<file path="config.mk">
export PLATFORM = sky130hd
export DESIGN_NAME = pc_fetch_ctrl_flat
export DESIGN_NICKNAME = d
export VERILOG_FILES = /design/src/rtl/pc_pkg.sv /design/src/rtl/pc_fetch_ctrl_if.sv /design/src/rtl/pc_next_sel.sv /design/src/rtl/pc_fetch_ctrl.sv /design/src/flat_wrapper.sv
export SDC_FILE = /design/constraint.sdc
export NUM_CORES = 1
export LEC_CHECK = 0
export CAP_MARGIN = 20
export CORE_MARGIN = 2
export CORE_UTILIZATION = 35
export CTS_CLUSTER_DIAMETER = 200
export CTS_CLUSTER_SIZE = 24
export DETAILED_ROUTE_END_ITERATION = 8
export DONT_BUFFER_PORTS = 1
export GPL_TIMING_DRIVEN = 0
export PLACE_DENSITY = 0.45
export SKIP_LAST_GASP = 1
export SYNTH_ARGS = -nofsm -noshare
export SYNTH_HDL_FRONTEND = slang
export SYNTH_SLANG_ARGS = --single-unit
export TNS_END_PERCENT = 10
</file>
<file path="constraint.sdc">
create_clock -name clk -period 4.6 [get_ports clk]
set_input_delay 0.69 -clock clk [delete_from_list [all_inputs] [get_ports clk]]
set_output_delay 0.69 -clock clk [all_outputs]
set_load 0.1 [all_outputs]
</file>
<file path="src/rtl/pc_pkg.sv">
// rtl/pc_pkg.sv - shared types and defaults for the PC fetch stage
package pc_pkg;

    localparam logic [31:0] DEFAULT_RESET_PC = 32'h0000_0000;
    localparam int unsigned DEFAULT_STEP     = 4;

    typedef enum logic [1:0] {BOOT, ISSUE, WAIT} fetch_state_e;

    typedef enum logic [1:0] {SEQ, BR, JMP, PEND} redir_src_e;

endpackage

</file>
<file path="src/rtl/pc_fetch_ctrl_if.sv">
// rtl/pc_fetch_ctrl_if.sv - instruction-memory request interface of the fetch stage
interface pc_fetch_ctrl_if #(
    parameter int WIDTH = 32
);
    logic             imem_valid;
    logic             imem_ready;
    logic [WIDTH-1:0] imem_addr;
    logic [WIDTH-1:0] pc_next_seq;

    modport master (
        output imem_valid,
        output imem_addr,
        output pc_next_seq,
        input  imem_ready
    );

    modport slave (
        input  imem_valid,
        input  imem_addr,
        input  pc_next_seq,
        output imem_ready
    );
endinterface

</file>
<file path="src/rtl/pc_next_sel.sv">
// rtl/pc_next_sel.sv - priority select of the next PC: pending > jump > branch > sequential
module pc_next_sel
    import pc_pkg::*;
#(
    parameter int WIDTH = 32
) (
    input  logic             pend_vld,
    input  logic [WIDTH-1:0] pend_tgt,
    input  logic             jump,
    input  logic [WIDTH-1:0] jump_tgt,
    input  logic             branch,
    input  logic [WIDTH-1:0] branch_tgt,
    input  logic [WIDTH-1:0] seq_pc,
    output logic [WIDTH-1:0] next_pc
);
    redir_src_e src;

    always_comb begin
        src = SEQ;
        if (pend_vld) begin
            src = PEND;
        end else if (jump) begin
            src = JMP;
        end else if (branch) begin
            src = BR;
        end

        next_pc = seq_pc;
        case (src)
            PEND:    next_pc = pend_tgt;
            JMP:     next_pc = jump_tgt;
            BR:      next_pc = branch_tgt;
            default: next_pc = seq_pc;
        endcase
    end
endmodule

</file>
<file path="src/rtl/pc_fetch_ctrl.sv">
// rtl/pc_fetch_ctrl.sv - PC register and imem request handshake with one buffered redirect
// Optional PC_ALIGN_CHECK_EN: misaligned redirects are dropped and flagged on a sticky misalign output.
module pc_fetch_ctrl
    import pc_pkg::*;
#(
    parameter int               WIDTH    = 32,
    parameter logic [WIDTH-1:0] RESET_PC = WIDTH'(DEFAULT_RESET_PC),
    parameter int unsigned      STEP     = DEFAULT_STEP
) (
    input  logic             clk,
    input  logic             rst_n,
    input  logic             stall,
    input  logic             branch,
    input  logic [WIDTH-1:0] branch_tgt,
    input  logic             jump,
    input  logic [WIDTH-1:0] jump_tgt,
`ifdef PC_ALIGN_CHECK_EN
    output logic             misalign,
`endif
    pc_fetch_ctrl_if.master  imem
);
    localparam logic [WIDTH-1:0] ALIGN_MASK = WIDTH'(STEP - 1);

    fetch_state_e     state_q, state_d;
    logic [WIDTH-1:0] pc_q, pc_d;
    logic             pend_vld_q, pend_vld_d;
    logic [WIDTH-1:0] pend_tgt_q, pend_tgt_d;

    logic             jump_ok, branch_ok, redir;
    logic [WIDTH-1:0] jump_t, branch_t, redir_tgt, seq_pc, sel_pc;

`ifdef PC_ALIGN_CHECK_EN
    logic misalign_q, misalign_d;
    logic jump_bad, branch_bad;

    assign jump_bad   = |(jump_tgt & ALIGN_MASK);
    assign branch_bad = |(branch_tgt & ALIGN_MASK);
    // A misaligned jump still shadows a same-cycle branch; both are lost.
    assign jump_ok    = jump & ~jump_bad;
    assign branch_ok  = branch & ~jump & ~branch_bad;
    assign jump_t     = jump_tgt;
    assign branch_t   = branch_tgt;
    assign misalign_d = misalign_q | (jump & jump_bad) | (branch & ~jump & branch_bad);
    assign misalign   = misalign_q;
`else
    assign jump_ok    = jump;
    assign branch_ok  = branch & ~jump;
    assign jump_t     = jump_tgt & ~ALIGN_MASK;
    assign branch_t   = branch_tgt & ~ALIGN_MASK;
`endif

    assign redir     = jump_ok | branch_ok;
    assign redir_tgt = jump_ok ? jump_t : branch_t;
    assign seq_pc    = pc_q + WIDTH'(STEP);

    assign imem.imem_addr   = pc_q;
    assign imem.pc_next_seq = seq_pc;

    pc_next_sel #(.WIDTH(WIDTH)) u_next_sel (
        .pend_vld   (pend_vld_q),
        .pend_tgt   (pend_tgt_q),
        .jump       (jump_ok),
        .jump_tgt   (jump_t),
        .branch     (branch_ok),
        .branch_tgt (branch_t),
        .seq_pc     (seq_pc),
        .next_pc    (sel_pc)
    );

    always_comb begin
        state_d         = state_q;
        pc_d            = pc_q;
        pend_vld_d      = pend_vld_q;
        pend_tgt_d      = pend_tgt_q;
        imem.imem_valid = 1'b0;
        case (state_q)
            BOOT: begin
                state_d = ISSUE;
                if (redir) pc_d = sel_pc;
            end
            ISSUE: begin
                imem.imem_valid = ~stall;
                if (stall) begin
                    if (redir) pc_d = sel_pc;
                end else if (imem.imem_ready) begin
                    pc_d = sel_pc;
                end else begin
                    state_d = WAIT;
                    if (redir) begin
                        pend_vld_d = 1'b1;
                        pend_tgt_d = redir_tgt;
                    end
                end
            end
            WAIT: begin
                imem.imem_valid = 1'b1;
                if (imem.imem_ready) begin
                    state_d    = ISSUE;
                    pc_d       = sel_pc;
                    pend_vld_d = 1'b0;
                end else if (redir) begin
                    pend_vld_d = 1'b1;
                    pend_tgt_d = redir_tgt;
                end
            end
            default: state_d = BOOT;
        endcase
    end

    always_ff @(posedge clk or negedge rst_n) begin
        if (!rst_n) begin
            state_q    <= BOOT;
            pc_q       <= RESET_PC;
            pend_vld_q <= 1'b0;
            pend_tgt_q <= '0;
`ifdef PC_ALIGN_CHECK_EN
            misalign_q <= 1'b0;
`endif
        end else begin
            state_q    <= state_d;
            pc_q       <= pc_d;
            pend_vld_q <= pend_vld_d;
            pend_tgt_q <= pend_tgt_d;
`ifdef PC_ALIGN_CHECK_EN
            misalign_q <= misalign_d;
`endif
        end
    end
endmodule

</file>
<file path="src/flat_wrapper.sv">
// flat-port wrapper written by rule: the top's interface ports become plain ports
module pc_fetch_ctrl_flat import pc_pkg::*;
#(
    parameter int               WIDTH    = 32,
    parameter logic [WIDTH-1:0] RESET_PC = WIDTH'(DEFAULT_RESET_PC),
    parameter int unsigned      STEP     = DEFAULT_STEP
)
  (clk, rst_n, stall, branch, branch_tgt, jump, jump_tgt, imem_imem_valid, imem_imem_addr, imem_pc_next_seq, imem_imem_ready);
  pc_fetch_ctrl_if #(.WIDTH(WIDTH)) imem_i ();
  input  logic clk;
  input  logic rst_n;
  input  logic stall;
  input  logic branch;
  input  logic [WIDTH-1:0] branch_tgt;
  input  logic jump;
  input  logic [WIDTH-1:0] jump_tgt;
  output wire logic [$bits(imem_i.imem_valid)-1:0] imem_imem_valid;
  output wire logic [$bits(imem_i.imem_addr)-1:0] imem_imem_addr;
  output wire logic [$bits(imem_i.pc_next_seq)-1:0] imem_pc_next_seq;
  input wire logic [$bits(imem_i.imem_ready)-1:0] imem_imem_ready;
  assign imem_imem_valid = imem_i.imem_valid;
  assign imem_imem_addr = imem_i.imem_addr;
  assign imem_pc_next_seq = imem_i.pc_next_seq;
  assign imem_i.imem_ready = imem_imem_ready;
  pc_fetch_ctrl #(.WIDTH(WIDTH), .RESET_PC(RESET_PC), .STEP(STEP)) u_core (.clk(clk), .rst_n(rst_n), .stall(stall), .branch(branch), .branch_tgt(branch_tgt), .jump(jump), .jump_tgt(jump_tgt), .imem(imem_i));
endmodule
</file>
# --- Word level (Yosys, flattened, before mapping) ---
# Cells that the tools add are included.
word_totals:
  reg_bits: 67
  inputBits: 70
  out_inout_bits: 65
  wordCells: 46
op_classes:
  n_eq_ne: 8
  bitwise_logic: 4
  add_sub_neg: 1
  mux: 23
  n_reduce_logical: 6
op_table:
  columns: ["cell", "count"]
  rows:
  - ["32-bit 2-to-1 mux", 7]
  - ["32-bit case mux with 3 select lines", 2]
  - ["32-bit case mux with 2 select lines", 1]
  - ["32-bit by 3-bit adder with 32-bit output (second input constant)", 1]
  - ["2-bit 2-to-1 mux", 5]
  - ["2-bit equality test (second input constant)", 3]
  - ["2-bit != test (second input constant)", 3]
  - ["2-bit case mux with 3 select lines", 1]
  - ["3-bit AND reduction", 2]
  - ["1-bit 2-to-1 mux", 5]
  - ["2-bit by 1-bit equality test with 1-bit output (second input constant)", 2]
  - ["1-bit case mux with 2 select lines", 2]
  - ["3-bit nonzero test", 1]
  - ["2-bit logical NOT", 1]
  - ["1-bit NOT", 2]
  - ["2-bit AND reduction", 1]
  - ["2-bit nonzero test", 1]
  - ["1-bit bitwise AND", 1]
  - ["1-bit bitwise OR", 1]

# --- Logic depth before layout (Yosys ltp) ---
# Gate-level depths: netlist of run 1.
logic_depth:
  word_depth: 10
  depth_mapped: 9
  ltp_nobuf: 9

# --- Cells and area by module ---
# Synthesis of run 1 repeated with hierarchy kept, for this count alone.
hier_totals:
  hier_cells: 443
  hier_area_um2: 4305.4
by_module_without_submodules:
  columns: ["mod", "area_per_inst_um2", "seq_area_each_um2", "cells_per_inst", "instances"]
  rows:
  - ["pc_fetch_ctrl", 3445.8, 1626.6, 327, 1]
  - ["pc_next_sel", 859.6, 0.0, 116, 1]

# --- Worst setup path before layout of run 1 ---
# No wires, ideal clock.
synth_path:
  path_type: "register to output"
  start: "reg u_core.pc_q[18], in the netlist u_core.imem.imem_addr[18]"
  end: "out imem_pc_next_seq[30]"
  path_buffers: 2
  required_time_ps: 3910
  path_slack_ps: -68
  path_stages_with_launch: 7
  arrival_ps: 3978
  path_cell_list: "dfrtp_1 > buf_2 > nand4_1 > or4_1 > buf_6 > or3_4 > xnor2_1"
synth_between:
  elab_chain_len: 1
synth_rtl:
  columns: ["element", "line_no", "text"]
  rows:
  - ["start, declared", "pc_fetch_ctrl.sv:25", "logic [WIDTH-1:0] pc_q, pc_d;"]
  - ["start signal, assigned", "pc_fetch_ctrl.sv:121", "pc_q <= pc_d;"]
  - ["32-bit by 3-bit adder with 32-bit output", "pc_fetch_ctrl.sv:54", "assign seq_pc = pc_q + WIDTH'(STEP);"]
  - ["end, declared", "flat_wrapper.sv:19", "output wire logic [$bits(imem_i.pc_next_seq)-1:0] imem_pc_next_seq;"]
# Every way passes these cells.

# --- Worst setup path after layout of run 1 ---
layout_path:
  start: "reg u_core.pc_q[18], in the netlist u_core.imem.imem_addr[18]"
  end: "out imem_pc_next_seq[26]"
# Same word-level chain as after synthesis.

==> key figures, run 1 <==
Timing
  • Final Max Slew Viols: 0
  • Final period util: 0.9716
  • Worst slew pin tran: 1.183 ns
  • Slew HR: 0.2116
  • Final setup fails: 0
  • Fmax: 0.2237 GHz
  • RSZ-0062 raised after global routing: true
  • Final Hold Viols: 0
  • Final min period: 4.469 ns
  • Post-Route Skew: 0.006114 ns

Final layout
  • Diodes inserted: 0
  • Non-Filler Instances: 804
  • Share of cells above drive strength 1: 0.1465
  • Layout area overhead: 26.07%
  • Final Net Count: 700

Placement
  • GP Congestion: 0.8757
  • HPWL after DPL: 13400 um
  • Inst Count DP: 787
  • Buffers on Ports: 0

Clock tree
  • Hold-fix buffers, CTS: 0
  • Root Driver: clkbuf_16
  • Clk buf depth: 2
  • Total setup buffers inserted after CTS: 0
  • Clock-pin transition on the worst setup and hold timing paths: 0.05 ns
  • CTS Buf Count: 9
  • Clock latency on the worst-skew pair: 0.34 ns
  • Clock tree from TritonCTS: built
  • Clock sink total: 65
  • # resized after CTS: 3
  • H-tree lvl count: 3

Worst setup path
  • Critical path required time: 3.91 ns
  • Reg2Reg Depth: 7
  • Crit-path cells: buf_2, nand4_1, nor2_1, nand4_1, nor2_1, xor2_2
  • Worst setup startpoint: u_core.imem.imem_addr[18]$_DFFE_PN0P_
  • Worst stage delay on the critical path: 0.92 ns
  • Setup crit start kind: flop
  • R2R Path End: u_core.imem.imem_addr[22]$_DFFE_PN0P_
  • Worst Setup End Kind: primary output
  • Crit path max fanout: 9
  • Worst Setup Path Type: reg2out
  • Slowest CP cell: dfrtp_1
  • FF-to-FF Start: u_core.imem.imem_addr[5]$_DFFE_PN0P_
  • Worst Path Arrival: 3.78 ns
  • Flop-to-flop setup slack: 1.41 ns

Job
  • Max-cap check violation count: 0

Logic synthesis
  • Area leader, netlist: dfrtp_1
  • Synth Net Count: 663
  • Post-synth EDFFs: 0
  • Mean Syn Cell Area: 8.119 um^2
  • Post-synthesis register bit count: 65
  • Top_reg_cell synth: dfrtp_1
  • Mapped Cells: 587
  • Post-synth top cells: nor2_1 (66), dfrtp_1 (65), o21ai_0 (59)
  • Share of flip-flops with an asynchronous set or reset: 1.000
  • Yosys warns: 0
  • Distinct cells, synth: 62
  • Synth Cell Area: 0.004766 mm^2
  • Top-count cell post-synth: nor2_1
  • Area contributors post-synth: dfrtp_1 (34%), mux2i_1 (7.6%), o21ai_0 (6.2%)
  • Register area share after synthesis: 0.3413
  • Synth top area share: 0.3413

Floorplan
  • Die footprint: 0.01457 mm^2
  • Starting Density: 0.3585
  • Die Wd: 120.7 um
  • Floorplan row count: 42
  • IO Pins: 135
  • Height of the die: 120.7 um
  • Core area: 0.01330 mm^2

Global routing
  • Initial antenna violation count: 0
  • Global-route wire length before repair: 27090 um
  • Largest net degree at the start of global routing: 66
  • Tot GR Track Use: 0.2480
  • Vias in the first global route: 4602
  • Grt ovf: 0

Routing
  • WL per Instance: 22.17 um
  • Routed Antenna Nets: 0
  • DR vias/cell: 5.976
  • Drt pass-1 iters: 5
  • 1st-iter DRT viols: 315
  • DR DRC count: 0
  • Drt total wl: 17820 um
  • Routed via count: 4805

Worst hold path
  • Hold Crit Class: in2async

Outcome
  • Status: complete, no violations
cell families (layout without fill, tap and decap cells):
family | count (synthesis) | in the layout | share of synthesized area
buffers and inverters | 59 | 100 | 0.05329
flip-flops | 65 | 65 | 0.3413
AO/OA/AOI/OAI | 208 | 208 | 0.2749
XOR/XNOR | 28 | 28 | 0.05146
adder cells (fa/ha/maj) | 6 | 6 | 0.01575
multiplexers | 36 | 36 | 0.07561
AND/OR/NAND/NOR | 185 | 185 | 0.1877
placed cells by master (no fill, tap or decap), types with 3 or more instances in the layout:
master / netlist / routed
a32o_1: 5 / 5
a21oi_1: 53 / 53
o21ai_1: 5 / 5
nor3_1: 6 / 6
buf_6: 2 / 3
mux2i_1: 36 / 36
a211oi_1: 5 / 5
nand2b_1: 3 / 3
o221ai_1: 5 / 5
nand2_1: 52 / 52
xnor2_2: 0 / 18
and3_1: 3 / 3
buf_4: 3 / 3
a221o_1: 8 / 8
buf_8: 0 / 13
a31oi_1: 5 / 5
buf_1: 5 / 6
and2_1: 4 / 4
inv_1: 15 / 15
a21boi_0: 6 / 6
dfrtp_1: 65 / 63
a22o_1: 4 / 4
a21o_1: 3 / 3
buf_16: 0 / 11
nor2_1: 66 / 66
nand3_1: 18 / 18
xor2_2: 0 / 9
o22ai_1: 20 / 20
clkbuf_1: 27 / 30
o31ai_1: 3 / 3
a22oi_1: 8 / 8
and4_1: 3 / 3
ha_1: 6 / 6
o21ai_0: 59 / 59
nand4_1: 6 / 6
clkbuf_16: 0 / 9
buf_2: 5 / 5
nor4_1: 4 / 3
or3_1: 5 / 5
layout make-up:
type                            instances  area (um^2)
Fill cell                            1307         7287
Multi-Input combinational cell        463         3113
Sequential cell                        65         1629
Timing Repair Buffer                   26        513.0
Clock buffer                           12        236.5
Tap cell                              176        220.2
Buffer                                 42        190.2
Inverter                               17        63.81
Clock inverter                          3        42.54
per-stage QoR:
stage                     instance area [um^2]  utilization  hold slack (ns)  setup TNS [ns]  worst slack (ns)
final                                     6008       0.4519          0.03918               0            0.1307
after global routing                      6008       0.4519          0.03577        -0.04598          -0.04598
after CTS                                 5963       0.4485          0.03668               0           0.03407
after detailed placement                  5670       0.4265           0.3975               0            0.1834
after global placement                    4994       0.3756           0.3976         -0.8697           -0.3472
after floorplan                           4773            -           0.3944        -0.01811          -0.01811
how the worst max path moves through the flow:
stage,endpoint,slack (ns),depth (start not counted)
floorplan,imem_pc_next_seq[20],-0.02,7
global placement,imem_pc_next_seq[20],-0.35,7
detailed placement,imem_pc_next_seq[22],0.18,6
CTS,imem_pc_next_seq[22],0.03,6
global route,imem_pc_next_seq[26],-0.05,6
finish,imem_pc_next_seq[26],0.13,6
sequential cells by signal, indices dropped and copies added (netlist names):
name	flops
u_core.state_q	2
u_core.pend_vld_q	1
u_core.pend_tgt_q	30
u_core.imem.imem_addr	32
critical path, delay by kind of cell (launching register included):
family	cells	cell delay [ns]
buffers and inverters	1	0.36
AND/OR/NAND/NOR	4	1.23
flip-flops	1	0.92
XOR/XNOR	1	0.92
per-layer routing:
layer  track usage  wire, um  share of wire  up-vias
li1              -         -              -     2221
met2        0.3778      7990           0.45      228
met4       0.09302       412          0.023        0
met5             0         0              0        -
met1        0.3345      7843           0.44     2324
met3       0.06934      1575          0.088       32
Power of run 1 is not shown: default switching activity piles up to over one toggle a cycle in this logic, so the estimate is an artifact.
==> run 2: changes to the inputs <==
CORE_ASPECT_RATIO = 1.25   (was default)
==> run 2 against run 1 <==
Wire length rose by 0.38%; maximum frequency fell by 0.13%; sequential share of layout area rose by 0.14 points; global-route usage barely moved; count of clock-buffer cells in the layout did not move; critical endpoint unchanged.
==> key figures, run 2 (synthesis results as in run 1) <==
Outcome
  • Status: complete, no violations

Routing
  • Routed Antenna Nets: 0
  • WL per Instance: 22.45 um
  • Drt pass-1 iters: 5
  • Drt total wl: 17890 um
  • DR vias/cell: 5.905
  • DR DRC count: 0
  • Routed via count: 4706
  • 1st-iter DRT viols: 288

Worst setup path
  • FF-to-FF Start: u_core.state_q[1]$_DFFE_PN0P_
  • Worst Setup End Kind: primary output
  • Reg2Reg Depth: 8
  • Worst Path Arrival: 3.79 ns
  • Worst Setup Path Type: reg2out
  • Crit path max fanout: 9
  • Worst stage delay on the critical path: 0.93 ns
  • Setup crit start kind: flop
  • Crit-path cells: buf_2, nand4_1, nor2_1, nand4_1, nor2_1, xor2_2
  • Flop-to-flop setup slack: 1.42 ns
  • Slowest CP cell: xor2_2
  • Top delay family on crit path: simple AND/OR/NAND/NOR gates
  • Buf+Inv Stages, Crit Path: 1
  • Critical path required time: 3.91 ns
  • R2R Path End: u_core.imem.imem_addr[18]$_DFFE_PN0P_

Global routing
  • Vias in the first global route: 4646
  • Tot GR Track Use: 0.2480
  • Initial antenna violation count: 0
  • Largest net degree at the start of global routing: 66
  • Global-route wire length before repair: 27190 um
  • Grt ovf: 0

Final layout
  • Commonest non-fill, non-tap cells in the layout: nor2_1 (66), dfrtp_1 (63), o21ai_0 (59), a21oi_1 (53), nand2_1 (52)
  • Filler cells: 1351
  • Max reg flops: 32
  • Share of cells above drive strength 1: 0.1470
  • Final Net Count: 698
  • Footprint of the multi-input gates: 0.003113 mm^2
  • Reg area: 0.001629 mm^2
  • Layout area overhead: 25.41%
  • Diodes inserted: 0
  • Most common cell after layout, fill and taps aside: nor2_1

Floorplan
  • IO Pins: 135
  • Starting Density: 0.3586
  • Height of the die: 134.5 um
  • Die Wd: 108.4 um
  • Core area: 0.01329 mm^2
  • Die footprint: 0.01457 mm^2
  • Floorplan row count: 47

Timing
  • Post-Route Skew: 0.003113 ns
  • Slew HR: 0.2170
  • RSZ-0062 raised after global routing: true
  • Final Max Slew Viols: 0
  • Final WS setup: 0.1249 ns
  • Final min period: 4.475 ns
  • Final Hold Viols: 0
  • Final setup fails: 0
  • Final period util: 0.9729
  • Worst slew pin tran: 1.173 ns
  • Fmax: 0.2235 GHz

Clock tree
  • Clock latency on the worst-skew pair: 0.33 ns
  • Clock sink total: 65
  • CTS Buf Count: 9
  • Root Driver: clkbuf_16
  • Clock-pin transition on the worst setup and hold timing paths: 0.06 ns
  • Clock tree from TritonCTS: built
  • Hold-fix buffers, CTS: 0
  • Clk buf depth: 2
  • H-tree lvl count: 3

Worst hold path
  • Hold Crit Class: in2async

Placement
  • Buffers on Ports: 0
  • Post-Place Worst Slack: 0.1892 ns
  • GP Congestion: 0.8700
  • HPWL after DPL: 13540 um

Job
  • Max-cap check violation count: 0
[run 2: cell count changes in the layout (fill, tap and decap cells not counted), sizes merged]
| cell | previous run | this run |
|---|---|---|
| buf | 41 | 39 |
| clkinv | 3 | 4 |
| clkinvlp | 1 | 0 |
[run 2: per-layer routing]
layer,wire [um],global-route usage
met5,0,0
met4,288,0.06481
met3,1438,0.05985
met2,8583,0.4092
met1,7580,0.3255
[run 2: worst max-delay path by stage]
stage | start | endpoint | slack [ns] | cells after the start
2_1_floorplan | u_core.imem.imem_addr[2]$_DFFE_PN0P_ | imem_pc_next_seq[20] | -0.02 | 7
3_3_place_gp | u_core.imem.imem_addr[2]$_DFFE_PN0P_ | imem_pc_next_seq[20] | -0.34 | 7
3_5_place_dp | u_core.imem.imem_addr[2]$_DFFE_PN0P_ | imem_pc_next_seq[22] | 0.19 | 6
4_1_cts | u_core.imem.imem_addr[5]$_DFFE_PN0P_ | imem_pc_next_seq[22] | 0.03 | 6
5_1_grt | u_core.imem.imem_addr[18]$_DFFE_PN0P_ | imem_pc_next_seq[26] | -0.03 | 6
6_report | u_core.imem.imem_addr[18]$_DFFE_PN0P_ | imem_pc_next_seq[26] | 0.12 | 6
[run 2: what timing repair did]
item,in CTS,in global routing
buffers inserted,0,0
gates resized for setup,3,1
setup endpoints to repair,1,2
pin swaps,0,0
gates cloned,0,0
[run 2: area by class of cell]
type / instances / share of cell area
multi-input combinational: 463 / 0.5208
timing repair buffer: 24 / 0.07871
clock inverter: 3 / 0.006699
clock buffer: 12 / 0.04291
tap: 171 / 0.03580
sequential: 65 / 0.2726
buffer: 42 / 0.03182
inverter: 17 / 0.01068
[run 2: metrics by stage]
stage	utilization	area, um^2	hold slack (ns)	TNS [ns]	instances
global route	0.4497	5977	0.03580	-0.03218	797
CTS	0.4463	5932	0.04140	0	795
finish	0.4497	5977	0.04947	0	797
detailed placement	0.4230	5622	0.3965	0	780
floorplan	-	4773	0.3944	-0.01811	587
global placement	0.3753	4987	0.3967	-0.8591	758
[run 2: worst register-to-register path, stage by stage, from the launching register on]
cell and delay [ns]:
dfrtp_1 0.43, inv_1 0.09, ha_1 0.33, a21bo_2 0.27, a21oi_1 0.69, o21ai_1 0.55
clkbuf_1 0.37, o21ai_0 0.21, o21ai_0 0.11
Power of run 2 is left out for the same reason.
==> run 3: changes to the inputs <==
CORE_UTILIZATION = 50   (was 35)
PLACE_DENSITY = 0.61   (was 0.45)
==> run 3 against run 2 <==
Global-route usage rose by 8.3 points; cell area fell by 1.7%; non-clock buffer count rose by 1.
==> key figures, run 3 (synthesis results as in run 1) <==
Global routing
  • Initial antenna violation count: 0
  • Largest net degree at the start of global routing: 66
  • Vias in the first global route: 4810
  • Grt ovf: 0
  • Tot GR Track Use: 0.3307
  • Global-route wire length before repair: 26470 um

Routing
  • 1st-iter DRT viols: 500
  • Routed Antenna Nets: 0
  • DR vias/cell: 6.475
  • Drt pass-1 iters: 6
  • WL per Instance: 22.43 um
  • Routed via count: 4863
  • DR DRC count: 0
  • Drt total wl: 16850 um

Worst setup path
  • Setup crit start kind: flop
  • Worst Path Arrival: 3.82 ns
  • Slowest CP cell: xor2_2
  • Crit-path cells: buf_2, nand4_1, nor2_1, nand4_1, nor2_1, xor2_2
  • Buf+Inv Stages, Crit Path: 1
  • Crit path max fanout: 9
  • Critical path required time: 3.91 ns
  • Worst stage delay on the critical path: 0.92 ns
  • Top delay family on crit path: simple AND/OR/NAND/NOR gates
  • Worst Setup End Kind: primary output
  • Worst Setup Path Type: reg2out

Final layout
  • Layout area overhead: 23.29%
  • Commonest non-fill, non-tap cells in the layout: nor2_1 (66), dfrtp_1 (63), o21ai_0 (59), a21oi_1 (53), nand2_1 (52)
  • Final Net Count: 699
  • Reg area: 0.001629 mm^2
  • Filler cells: 795
  • Most common cell after layout, fill and taps aside: nor2_1
  • Share of cells above drive strength 1: 0.1481
  • Footprint of the multi-input gates: 0.003113 mm^2
  • Max reg flops: 32
  • Diodes inserted: 0

Clock tree
  • H-tree lvl count: 3
  • Hold-fix buffers, CTS: 0
  • Root Driver: clkbuf_16
  • Clock latency on the worst-skew pair: 0.34 ns
  • Clock-pin transition on the worst setup and hold timing paths: 0.06 ns
  • Total setup buffers inserted after CTS: 0
  • Clock sink total: 65
  • Clock tree from TritonCTS: built
  • Clk buf depth: 2
  • CTS Buf Count: 9

Timing
  • Fmax: 0.2217 GHz
  • Final min period: 4.511 ns
  • Worst slew pin tran: 1.174 ns
  • Slew HR: 0.2166
  • Hold slack: 0.03525 ns
  • Final setup fails: 0
  • Final Max Slew Viols: 0
  • RSZ-0062 raised after global routing: true
  • Final Hold Viols: 0
  • Post-Route Skew: 0.009712 ns
  • Final WS setup: 0.08944 ns
  • Final period util: 0.9806

Placement
  • Buffers on Ports: 0
  • Post-Place Worst Slack: 0.2121 ns
  • HPWL after DPL: 12500 um
  • GP Congestion: 0.9783

Floorplan
  • IO Pins: 135
  • Floorplan row count: 39
  • Die Wd: 91.33 um
  • Core area: 0.009223 mm^2
  • Die footprint: 0.01033 mm^2
  • Height of the die: 113.2 um
  • Starting Density: 0.5168

Outcome
  • Status: complete, no violations

Worst hold path
  • Hold Crit Class: in2async

Job
  • Max-cap check violation count: 0
[run 3: cell count changes in the layout (fill, tap and decap cells not counted)]
cell / delta
clkbuf_8: -2
clkinv_2: +2
clkinvlp_4: +2
buf_1: +1
buf_16: -1
buf_8: +1
bufinv_16: -1
[run 3: final timing paths]
path / startpoint / slack, ns / depth (start not counted) / endpoint
max: u_core.imem.imem_addr[18]$_DFFE_PN0P_ / 0.09 / 6 / imem_pc_next_seq[26]
min: rst_n / 0.04 / 0 / u_core.imem.imem_addr[27]$_DFFE_PN0P_
max reg2reg: u_core.imem.imem_addr[5]$_DFFE_PN0P_ / 1.38 / 7 / u_core.imem.imem_addr[22]$_DFFE_PN0P_
min reg2reg: u_core.pend_tgt_q[20]$_DFFE_PN0P_ / 0.52 / 2 / u_core.pend_tgt_q[20]$_DFFE_PN0P_
max in group asynchronous: rst_n / 4.42 / 0 / u_core.imem.imem_addr[2]$_DFFE_PN0P_
min in group clk: u_core.pend_tgt_q[20]$_DFFE_PN0P_ / 0.52 / 2 / u_core.pend_tgt_q[20]$_DFFE_PN0P_
[run 3: timing repair]
| item | 4_1_cts | 5_1_grt |
|---|---|---|
| pin swaps | 0 | 0 |
| endpoints found under the setup margin | 1 | 2 |
| gates resized for setup | 3 | 1 |
[run 3: area by class of cell]
type                    instances  area share
flip-flops and latches         65      0.2773
plain buffers                  42     0.03237
multi-input cells             463      0.5298
inverters                      17     0.01086
clock inverters                 6    0.005963
repair buffers                 25     0.07858
clock buffers                  10     0.03897
well taps                     123     0.02619
[run 3: layer usage]
layer  global-route usage  routed length [um]
met2               0.5412                8087
met5                    0                   0
met4               0.1283                 495
met3              0.08589                1559
met1               0.4203                6705
[run 3: stage by stage]
step	cell area, um^2	instances	setup TNS (ns)	util
global placement	4927	710	-0.6473	0.5343
floorplan	4773	587	-0.01811	-
finish	5876	751	0	0.6371
global route	5876	751	-0.05273	0.6371
CTS	5831	749	0	0.6322
detailed placement	5553	733	0	0.6021
Power of run 3 is left out for the same reason.
